[src/rtl/alarm_zone_if.sv]
// Panel-side signal bundle between the zone controller and the sensor/LED board.
// The panel drives the raw inputs; the controller drives the registered indications.
interface alarm_zone_if;
  logic [5:0] sensor_in;
  logic       arm_sw;
  logic       ack_btn;
  logic       mtne_key;
  logic [5:0] led_enable;
  logic       mtne_mode;
  logic       alarm_active;
  logic [2:0] first_zone;
  logic [7:0] alarm_count;

  modport master (
    output sensor_in, arm_sw, ack_btn, mtne_key,
    input  led_enable, mtne_mode, alarm_active, first_zone, alarm_count
  );

  modport slave (
    input  sensor_in, arm_sw, ack_btn, mtne_key,
    output led_enable, mtne_mode, alarm_active, first_zone, alarm_count
  );
endinterface

[src/rtl/alarm_zone_controller.sv]
// Six-zone alarm controller: synchronizes and debounces the panel inputs, then runs
// the DISARMED/ARMED/ALARM/MAINT state machine with fully registered indications.
module alarm_zone_controller #(
  parameter int DEBOUNCE_CYCLES = 500000,
  parameter int MTNE_HOLD       = 100000000
) (
  input logic         clock,
  input logic         reset,
  alarm_zone_if.slave bus
);
  localparam int CW = $clog2(DEBOUNCE_CYCLES + 1);
  localparam int HW = $clog2(MTNE_HOLD + 1);

  typedef enum logic [1:0] {DISARMED, ARMED, ALARM, MAINT} state_t;

  logic [8:0]    raw;
  logic [8:0]    sync1;
  logic [8:0]    sync2;
  logic [8:0]    deb;
  logic [CW-1:0] db_cnt [9];
  logic          ack_q;

  state_t        state;
  state_t        state_next;
  logic [5:0]    zone_latch;
  logic [5:0]    latch_next;
  logic [HW-1:0] hold_cnt;
  logic [HW-1:0] hold_next;
  logic [2:0]    first_q;
  logic [2:0]    first_next;
  logic [7:0]    count_q;
  logic [7:0]    count_next;
  logic [5:0]    led_q;
  logic [5:0]    led_next;
  logic          mtne_q;
  logic          active_q;

  logic [5:0]    sens;
  logic          arm;
  logic          key;
  logic          ack_evt;

  // Bit order: sensors in [5:0], then arm, ack, maintenance key.
  assign raw     = {bus.mtne_key, bus.ack_btn, bus.arm_sw, bus.sensor_in};
  assign sens    = deb[5:0];
  assign arm     = deb[6];
  assign key     = deb[8];
  assign ack_evt = deb[7] & ~ack_q;

  function automatic logic [2:0] lowest(input logic [5:0] v);
    lowest = 3'd7;
    for (int i = 5; i >= 0; i--)
      if (v[i]) lowest = 3'(i);
  endfunction

  // Each input flips only after DEBOUNCE_CYCLES consecutive disagreeing samples.
  always_ff @(posedge clock) begin
    if (!reset) begin
      sync1 <= '0;
      sync2 <= '0;
      deb   <= '0;
      ack_q <= 1'b0;
      for (int i = 0; i < 9; i++) db_cnt[i] <= '0;
    end else begin
      sync1 <= raw;
      sync2 <= sync1;
      ack_q <= deb[7];
      for (int i = 0; i < 9; i++) begin
        if (sync2[i] != deb[i]) begin
          if (db_cnt[i] == CW'(DEBOUNCE_CYCLES - 1)) begin
            deb[i]    <= sync2[i];
            db_cnt[i] <= '0;
          end else begin
            db_cnt[i] <= db_cnt[i] + 1'b1;
          end
        end else begin
          db_cnt[i] <= '0;
        end
      end
    end
  end

  always_comb begin
    state_next = state;
    latch_next = zone_latch;
    first_next = first_q;
    count_next = count_q;
    hold_next  = '0;
    led_next   = '0;
    case (state)
      DISARMED: begin
        latch_next = '0;
        if (key && !arm) hold_next = hold_cnt + 1'b1;
        // Arming wins over a hold count completing in the same cycle.
        if (arm) begin
          state_next = ARMED;
        end else if (hold_next == HW'(MTNE_HOLD)) begin
          state_next = MAINT;
          hold_next  = '0;
        end
      end
      ARMED: begin
        if (!arm) begin
          state_next = DISARMED;
        end else if (sens != 6'd0) begin
          state_next = ALARM;
          latch_next = sens;
          first_next = lowest(sens);
          if (count_q != 8'hFF) count_next = count_q + 8'd1;
        end
      end
      ALARM: begin
        if (!arm) begin
          state_next = DISARMED;
          latch_next = '0;
          first_next = 3'd7;
        end else if (ack_evt) begin
          latch_next = sens;
          if (sens == 6'd0) begin
            state_next = ARMED;
            first_next = 3'd7;
          end
        end else begin
          latch_next = zone_latch | sens;
        end
      end
      MAINT: begin
        if (!key) state_next = DISARMED;
      end
      default: state_next = DISARMED;
    endcase

    case (state_next)
      ALARM:   led_next = latch_next;
      MAINT:   led_next = sens;
      default: led_next = '0;
    endcase
  end

  always_ff @(posedge clock) begin
    if (!reset) begin
      state      <= DISARMED;
      zone_latch <= '0;
      hold_cnt   <= '0;
      first_q    <= 3'd7;
      count_q    <= '0;
      led_q      <= '0;
      mtne_q     <= 1'b0;
      active_q   <= 1'b0;
    end else begin
      state      <= state_next;
      zone_latch <= latch_next;
      hold_cnt   <= hold_next;
      first_q    <= first_next;
      count_q    <= count_next;
      led_q      <= led_next;
      mtne_q     <= (state_next == MAINT);
      active_q   <= (state_next == ALARM);
    end
  end

  assign bus.led_enable   = led_q;
  assign bus.mtne_mode    = mtne_q;
  assign bus.alarm_active = active_q;
  assign bus.first_zone   = first_q;
  assign bus.alarm_count  = count_q;
endmodule

[src/flat_wrapper.sv]
// flat-port wrapper written by rule: the top's interface ports become plain ports
module alarm_zone_controller_flat 
#(
  parameter int DEBOUNCE_CYCLES = 500000,
  parameter int MTNE_HOLD       = 100000000
)
  (clock, reset, bus_sensor_in, bus_arm_sw, bus_ack_btn, bus_mtne_key, bus_led_enable, bus_mtne_mode, bus_alarm_active, bus_first_zone, bus_alarm_count);
  alarm_zone_if bus_i ();
  input logic clock;
  input logic reset;
  input wire logic [$bits(bus_i.sensor_in)-1:0] bus_sensor_in;
  input wire logic [$bits(bus_i.arm_sw)-1:0] bus_arm_sw;
  input wire logic [$bits(bus_i.ack_btn)-1:0] bus_ack_btn;
  input wire logic [$bits(bus_i.mtne_key)-1:0] bus_mtne_key;
  output wire logic [$bits(bus_i.led_enable)-1:0] bus_led_enable;
  output wire logic [$bits(bus_i.mtne_mode)-1:0] bus_mtne_mode;
  output wire logic [$bits(bus_i.alarm_active)-1:0] bus_alarm_active;
  output wire logic [$bits(bus_i.first_zone)-1:0] bus_first_zone;
  output wire logic [$bits(bus_i.alarm_count)-1:0] bus_alarm_count;
  assign bus_i.sensor_in = bus_sensor_in;
  assign bus_i.arm_sw = bus_arm_sw;
  assign bus_i.ack_btn = bus_ack_btn;
  assign bus_i.mtne_key = bus_mtne_key;
  assign bus_led_enable = bus_i.led_enable;
  assign bus_mtne_mode = bus_i.mtne_mode;
  assign bus_alarm_active = bus_i.alarm_active;
  assign bus_first_zone = bus_i.first_zone;
  assign bus_alarm_count = bus_i.alarm_count;
  alarm_zone_controller #(.DEBOUNCE_CYCLES(DEBOUNCE_CYCLES), .MTNE_HOLD(MTNE_HOLD)) u_core (.clock(clock), .reset(reset), .bus(bus_i));
endmodule
[config.mk]
export PLATFORM = sky130hd
export DESIGN_NAME = alarm_zone_controller_flat
export DESIGN_NICKNAME = d
export VERILOG_FILES = /design/src/rtl/alarm_zone_if.sv /design/src/rtl/alarm_zone_controller.sv /design/src/flat_wrapper.sv
export SDC_FILE = /design/constraint.sdc
export NUM_CORES = 1
export LEC_CHECK = 0
export BUFFER_PORTS_ARGS = -buffer_cell sky130_fd_sc_hd__buf_4
export CAP_MARGIN = 40
export CORE_ASPECT_RATIO = 1.25
export CORE_UTILIZATION = 60
export DETAILED_ROUTE_END_ITERATION = 10
export GPL_TIMING_DRIVEN = 1
export PLACE_DENSITY = 0.77
export SLEW_MARGIN = 20
export SYNTH_ARGS = -nofsm -noshare
export SYNTH_HDL_FRONTEND = slang
export SYNTH_SLANG_ARGS = --single-unit
[constraint.sdc]
create_clock -name clock -period 3.3 [get_ports clock]
set_clock_uncertainty 0.05 [all_clocks]
set_input_delay 0.66 -clock clock [delete_from_list [all_inputs] [get_ports clock]]
set_output_delay 0.66 -clock clock [all_outputs]
set_load 0.02 [all_outputs]
=== Yosys cells after proc, flatten, opt, wreduce, memory -nomap -nowiden ===
Memories as Yosys holds them, arrays and structs flattened.
Index checks and enable logic that the tools add are counted.

* $add $sub $neg: 11
* Multiply operators: 0
* Div/mod/pow operators: 0
* $lt $le $gt $ge: 0
* Eq/ne operators: 29
* Shift-type cells: 0
* Muxes and demuxes: 158
* Bitwise operators: 30
* Reductions and logical operators: 18

{| class="wikitable"
|+ Operators by type and width
! operator !! number
|-
| 19-bit two-way mux || 27
|-
| 19-bit by 1-bit adder with 19-bit output (second input constant) || 9
|-
| 19-bit == test (second input constant) || 9
|-
| 27-bit two-way mux || 4
|-
| 1-bit two-way mux || 100
|-
| 27-bit by 1-bit adder with 27-bit output (second input constant) || 1
|-
| 27-bit == test (second input constant) || 1
|-
| 3-bit two-way mux || 9
|-
| 1-bit OR || 27
|-
| 6-bit two-way mux || 4
|-
| 2-bit two-way mux || 10
|-
| 2-bit AND reduction || 10
|-
| 6-bit one-hot mux with 3 select lines || 1
|-
| 6-bit one-hot mux with 2 select lines || 1
|-
| 1-bit inequality test || 9
|-
| 8-bit by 1-bit adder with 8-bit output (second input constant) || 1
|-
| 2-bit == test (second input constant) || 4
|-
| 8-bit inequality test (second input constant) || 1
|-
| 2-bit one-hot mux with 4 select lines || 1
|-
| 6-bit zero test || 1
|-
| 3-bit inequality test (second input constant) || 2
|-
| 6-bit OR || 1
|-
| 3-bit one-hot mux with 2 select lines || 1
|-
| 6-bit nonzero test || 1
|-
| 10 further kinds || 11
|}

* Bits in registers: 82
* Latch bits: 0
* Memory bits (writable): 171
* Memory bits (read-only): 0
* Input bits: 11
* Output and inout bits: 19
* Memories: 1

{| class="wikitable"
|+ Memory list
! name !! words !! bits a word !! rd ports !! clocked after memory_dff !! write ports !! RTL line !! text
|-
| u_core.db_cnt || 9 || 19 || 9 || 0 || 9 || alarm_zone_controller.sv:20 || <nowiki>logic [CW-1:0] db_cnt [9];</nowiki>
|}

=== Longest topological paths before layout ===
Gate-level depths: netlist (run 1).

* Word-level depth: 10
* Mapped depth: 11
* Gate-level depth less buffers: 11

=== Worst setup path after synthesis (run 1) ===
Ideal clock, no wire load.

* Path kind: register to register
* Start: register u_core.hold_cnt[0]
* End: register u_core.led_q[2] (netlist: u_core.bus.led_enable[2])
* Setup time: 0.131 ns
* Data arrival time: 2.859 ns
* Data required time: 3.119 ns
* Slack: 0.260 ns
* Cell stages (with the launch flop): 12
* Buffers on the path: 2
* Period minus slack after synthesis: 3.040 ns
* Cells stage by stage: dfxtp_1 > ha_1 > nand4_1 > buf_2 > nor3_1 > o21ai_2 > or4_1 > a2111o_1 > or3b_1 > buf_6 > o2111ai_1 > o221ai_2

* Longest elaborated chain between the ends: 9
* Elaborated cells on any way between the ends: 10

{| class="wikitable"
|+ RTL lines
! item !! RTL line !! text
|-
| start: declaration || alarm_zone_controller.sv:27 || <nowiki>logic [HW-1:0] hold_cnt;</nowiki>
|-
| start signal: assignment || alarm_zone_controller.sv:153 || <nowiki>hold_cnt <= hold_next;</nowiki>
|-
| 27-bit by 1-bit adder with 27-bit output * || alarm_zone_controller.sv:93 || <nowiki>if (key && !arm) hold_next = hold_cnt + 1'b1;</nowiki>
|-
| 27-bit two-way mux * || alarm_zone_controller.sv:93 ||
|-
| 27-bit two-way mux * || alarm_zone_controller.sv:90 || <nowiki>case (state)</nowiki>
|-
| 27-bit == test * || alarm_zone_controller.sv:97 || <nowiki>end else if (hold_next == HW'(MTNE_HOLD)) begin</nowiki>
|-
| 2-bit two-way mux * || alarm_zone_controller.sv:97 ||
|-
| 2-bit two-way mux * || alarm_zone_controller.sv:95 || <nowiki>if (arm) begin</nowiki>
|-
| 2-bit one-hot mux with 4 select lines * || alarm_zone_controller.sv:90 ||
|-
| 2-bit == test || alarm_zone_controller.sv:133 || <nowiki>case (state_next)</nowiki>
|-
| 6-bit one-hot mux with 2 select lines * || alarm_zone_controller.sv:133 ||
|-
| end signal: assignment || alarm_zone_controller.sv:156 || <nowiki>led_q <= led_next;</nowiki>
|-
| end: declaration || alarm_zone_controller.sv:33 || <nowiki>logic [5:0] led_q;</nowiki>
|}

Every way passes the cells marked *; elsewhere a longest branch is shown, timed or not. The select of a mux whose other input is x is not followed.
A chain may end at the register's enable or synchronous reset.

=== Worst setup path in the final report (run 1) ===
Same ends and word-level chain as after synthesis.

==> impl_metrics.tcl, run 1 <==
set metrics [dict create \
    postPlaceCellArea_sq_um 13900 \
    drv_cap 0 \
    first_pass_iters 5 \
    tightest_slew_ps 777 \
    synth_edf_count 171 \
    initial_core_util 0.615 \
    worstPathRequired_ps 3640 \
    drt_iter0_drc 408 \
    async_flop_share 0 \
    vias 9347 \
    dp.cells 1730 \
    fin_cells 1775 \
    regToRegEndpoint "u_core.bus.led_enable[2]" \
    antenna_found_initial 0 \
    ys.flop_type "edfxtp_1" \
    reg2reg_from "u_core.hold_cnt[0]" \
    netlist_area_sq_um 12900 \
    vdd_drop_max_uv 442 \
    track_usage 0.219 \
    cp-end-kind "flip-flop" \
    drv_slew 0 \
    die_x_um 133 \
    grt_pass1_wl_um 40400 \
    layout.nets 1510 \
    tritoncts "built" \
    setup_viol 0 \
    ys_warn_count 0 \
    period_minus_slack_ps 3080 \
    portBuffers 29 \
    grt_pass1_vias 9145 \
    cts.clk_slew.worst_paths_ps 60 \
    detail-route-antenna-nets 0 \
    ys_ff_latch 253 \
    place.gp.congestion 0.861 \
    rsz0062_at_grt "false" \
    final_area_sq_um 14700 \
    insertion_delay_ps 510 \
    diodes 0 \
    final_common_cell "nor2_1" \
    cts_hold_buf 0 \
    clock_sinks 253 \
    hold_viol_final 0 \
    fin_crit_sh 0.934 \
    htreeDepth 1 \
    finalPower_mw 6.49 \
    area_growth_syn_to_layout_pct 14.2 \
    synth.distinct_cells 72 \
    relSlewSlack 0.477 \
    overflow 0 \
    cts_root_buf "clkbuf_16" \
    numCtsBuffers 25 \
    wl_um 23300 \
    die_h_um 166 \
    drc_errors 0 \
    worst_setup_path_endpoint "u_core.bus.led_enable[2]" \
    multi_input_comb_area_sq_um 6370 \
    cp-start-kind "flip-flop" \
    path_class "flip-flop to flip-flop" \
    finish.utilization 0.702 \
    synth_cells 1289 \
    place_ws_ps 105 \
    hold_path.class "input pin to flip-flop" \
    worstPathMaxFanout 12 \
    outcome "finished clean" \
    final_cell_mix "nor2_1 (256), edfxtp_1 (171), conb_1 (171)" \
    cts_max_path_buffers 3 \
    rrSetupSlack_ps 220 \
    cts_resized 0 \
    drt-wirelength-per-cell_um 13.2 \
    rows 59 \
    min_path_cells 2 \
    cellPowerDensity_nw_per_um2 441 \
    tns_ps 0 \
    timing.final.ws_setup_ps 216 \
    hpwl_um 16900 \
    ios 30 \
    yosysSeqAreaShare 0.526 \
    core_area_sq_um 21000 \
    critical_path.startpoint "u_core.hold_cnt[0]" \
    p_leak_nw 5.23 \
    critPathArrivalTime_ps 3420 \
    dieArea_sq_um 22100 \
    synth_area_per_cell_sq_um 10.0 \
    routed_via_density 5.27 \
    max_clock_freq_mhz 324 \
    regArea_sq_um 6780 \
    postCtsSetupBuffers 0 \
    grt_max_degree 37 \
    whs_ps 304 \
    worst_r2r_path_depth 10 \
    drive_gt1_frac 0.0726 \
    fillers 1630 \
]
==> cells in the mapped netlist, drive strengths merged, types with 3 or more instances <==
cell    count  share of area
and4       14         0.0095
nor4b      14         0.0095
and2       23          0.011
clkbuf     27         0.0086
a22oi       3         0.0017
o211ai      3         0.0028
o21ai      27          0.011
o21a        4         0.0023
a31oi       3         0.0015
ha         16          0.016
and3       30          0.015
inv        42          0.012
or3        34          0.017
buf        16         0.0094
nand4      35          0.019
nor2      256          0.075
dfxtp      82           0.13
nand3      75          0.031
xnor2      62          0.042
mux2i      13          0.010
nor2b       5         0.0024
nand2     110          0.032
or4         7         0.0047
nor3b       3         0.0017
edfxtp    171           0.40
xor2      107          0.073
a21oi      32          0.012
o22ai       4         0.0019
a211oi      4         0.0023
nor3       18         0.0074
o31ai       4         0.0023
nand2b      4         0.0019
nor4       17          0.012
or2         3         0.0015
==> layer usage <==
layer,up-vias,wire [um],track usage
met5,-,0,0
met4,0,576,0.0720
met3,45,969,0.0287
met2,158,11800,0.396
met1,4417,9980,0.268
li1,4727,-,-
==> worst max-delay path: stages (launching register included) <==
cell       delay, ps
dfxtp_1          330
ha_1             250
nand4_1          110
buf_4            200
nor3_1           190
o21ai_2          100
or4_1            540
a2111o_1         400
or3b_4           440
o2111ai_1        240
o221ai_2         120
==> cells by family (layout without fill, tap and decap cells) <==
kind of cell,after synthesis,in the layout,synth area share
other cells,1,171,0.000291
buf+inv,85,127,0.0303
simple gates,655,655,0.255
compound gates,95,95,0.0463
fa+ha+maj,16,16,0.0155
mux,15,15,0.0118
flops,253,253,0.526
xor+xnor,169,169,0.115
==> power by group <==
group          internal, mW  switching [mW]  leakage, nW
Sequential             3.49          0.0981         2.43
Combinational        0.0916           0.139         2.42
Clock                  1.55            1.12        0.383
Total                  5.13            1.36         5.23
==> sequential cells by signal, indices dropped and copies added (netlist names) <==
register                 cells
u_core.zone_latch            6
u_core.deb                   9
u_core.bus.led_enable        6
u_core.sync1                 9
u_core.hold_cnt             27
u_core.ack_q                 1
u_core.bus.alarm_count       8
u_core.state                 2
u_core.bus.alarm_active      1
u_core.sync2                 9
u_core.bus.first_zone        3
u_core.db_cnt              171
u_core.bus.mtne_mode         1
==> worst min path at each step <==
| stage | start | slack, ps | to |
|---|---|---|---|
| 6_report | bus_sensor_in[1] | 300 | u_core.sync1[1] |
| 5_1_grt | bus_mtne_key | 290 | u_core.sync1[8] |
| 4_1_cts | bus_sensor_in[1] | 290 | u_core.sync1[1] |
| 3_5_place_dp | u_core.sync1[7] | 370 | u_core.sync2[7] |
| 3_3_place_gp | u_core.sync1[7] | 360 | u_core.sync2[7] |
| 2_1_floorplan | u_core.sync1[0] | 360 | u_core.sync2[0] |
==> final cells by class <==
type	instances	area share
sequential	253	0.461
multi-input combinational	1121	0.433
clock buffer	38	0.0480
tap	274	0.0233
timing repair buffer	40	0.0204
inverter	42	0.0107
clock inverter	7	0.00400
No activity file was read; power rests on OpenSTA's default activity.
==> inputs of run 2 (changes only) <==
==> constraint.sdc (replaced) <==
create_clock -name clock -period 3.3 [get_ports clock]
set_clock_uncertainty 0.05 [all_clocks]
set_input_delay 0.825 -clock clock [delete_from_list [all_inputs] [get_ports clock]]
set_output_delay 0.825 -clock clock [all_outputs]
set_load 0.02 [all_outputs]
==> impl_metrics.tcl, run 2 (same netlist as run 1, synthesis figures left out) <==
set metrics [dict create \
    outcome "finished clean" \
    insertion_delay_ps 530 \
    intPower_mw 5.31 \
    routed_via_density 5.25 \
    drive_gt1_frac 0.0800 \
    diodes 0 \
    worstPathRequired_ps 3660 \
    drv_cap 0 \
    timing.final.ws_setup_ps 154 \
    overflow 0 \
    antenna_found_initial 0 \
    hold_viol_final 0 \
    drt_iter0_drc 378 \
    track_usage 0.223 \
    critPathArrivalTime_ps 3510 \
    die_h_um 166 \
    grt_pass1_vias 9253 \
    reg2reg_from "u_core.hold_cnt[5]" \
    p_clk_frac 0.434 \
    place_ws_ps 54.8 \
    ios 30 \
    area_growth_syn_to_layout_pct 15.4 \
    vdd_drop_max_uv 371 \
    regMostFlops "u_core.db_cnt" \
    grt_max_degree 31 \
    final_cell_mix "nor2_1 (256), edfxtp_1 (171), conb_1 (171)" \
    drc_errors 0 \
    initial_core_util 0.615 \
    dieArea_sq_um 22100 \
    dp.cells 1737 \
    cts_hold_buf 0 \
    wl_um 23800 \
    worstPathMaxFanout 8 \
    htreeDepth 1 \
    grt_use_met3 0.0296 \
    grt_util_met1 0.270 \
    p_comb_frac 0.035 \
    cp-start-kind "flip-flop" \
    setup_viol 0 \
    vias 9378 \
    cellPowerDensity_nw_per_um2 454 \
    drv_slew 0 \
    tritoncts "built" \
    swShare 0.213 \
    rows 59 \
    tightest_slew_ps 781 \
    grt.busiest_layer "met2" \
    seqPwrFrac 0.531 \
    numCtsBuffers 26 \
    hold_path.class "flip-flop to flip-flop" \
    reg_top3 "u_core.db_cnt (171), u_core.hold_cnt (27)" \
    core_area_sq_um 21000 \
    die_x_um 133 \
    relSlewSlack 0.475 \
    met2_usage 0.404 \
    clock_sinks 253 \
    place.gp.congestion 0.874 \
    fin_cells 1786 \
    layout.nets 1519 \
    cts_root_buf "clkbuf_16" \
    grt_pass1_wl_um 40900 \
    p_leak_nw 5.30 \
    detail-route-antenna-nets 0 \
    drt-wirelength-per-cell_um 13.3 \
    fin_crit_sh 0.953 \
    portBuffers 29 \
    hpwl_um 16900 \
    cp-end-kind "flip-flop" \
    path_class "flip-flop to flip-flop" \
    max_clock_freq_mhz 318 \
    cts.clk_slew.worst_paths_ps 60 \
    final_common_cell "nor2_1" \
    cts_max_path_buffers 3 \
    critical_path.startpoint "u_core.hold_cnt[5]" \
    hp-start "u_core.sync1[8]" \
    period_minus_slack_ps 3150 \
    finalPower_mw 6.75 \
    net-switching-power_mw 1.44 \
    first_pass_iters 5 \
    largest_reg_flops 171 \
]
-- run 2: changes by cell type in the layout (fill, tap and decap cells not counted), moves of 2 or more --
cell,delta
buf_4,+8
clkbuf_8,+4
clkbuf_1,-3
clkbuf_16,+2
clkbuf_2,-2
-- run 2: critical path, stage by stage (launching register included) --
cell and delay, ps:
dfxtp_1 520, nand3_2 220, nor3_2 400, nand2_1 180, o31a_2 360, a2111o_1 410
or3b_1 500, o211ai_4 270, o221ai_2 120
-- run 2: stage by stage --
| step | TNS, ps | utilization | hold WS [ps] | instance area [sq um] |
|---|---|---|---|---|
| 6_report | 0 | 0.709 | 380 | 14900 |
| 5_1_grt | -6.49 | 0.709 | 390 | 14900 |
| 4_1_cts | 0 | 0.709 | 385 | 14900 |
| 3_5_place_dp | 0 | 0.667 | 373 | 14000 |
| 3_3_place_gp | 0 | 0.667 | 365 | 14000 |
| 2_1_floorplan | 0 | - | 362 | 13500 |
-- run 2: per-layer routing --
| metal | share of wire | wire [um] |
|---|---|---|
| met1 | 0.43 | 10200 |
| met2 | 0.51 | 12000 |
| met3 | 0.037 | 878 |
| met4 | 0.026 | 622 |
| met5 | 0 | 0 |
-- run 2: what timing repair did --
action	in CTS	in global routing
buffers inserted	0	1
setup endpoints to repair	0	16
gates resized for setup	0	1
hold endpoints to repair	0	0
-- run 2: cell type report --
type                    count  area, sq um
clock buffers              39          791
fillers                  1656         6090
multi-input cells        1121         6360
inverters                  42          158
flip-flops and latches    253         6780
well taps                 274          343
clock inverters             9         81.3
repair buffers             48          360
-- run 2: worst paths after layout --
kind | to | slack [ps] | cells past startpoint
worst max-delay path | u_core.bus.led_enable[2] | 150 | 8
worst min-delay path | u_core.sync2[8] | 380 | 1
worst max register to register | u_core.bus.led_enable[2] | 150 | 8
worst min register to register | u_core.sync2[8] | 380 | 1
-- run 2: power groups by stage --
stage          clock network, mW  registers [mW]  logic (mW)
4_1_cts                     3.00            3.58       0.230
6_report                    2.93            3.58       0.236
3_5_place_dp                   0            3.65       0.226
2_1_floorplan                  0            3.62       0.186
3_3_place_gp                   0            3.64       0.223
5_1_grt                     3.12            3.60       0.273
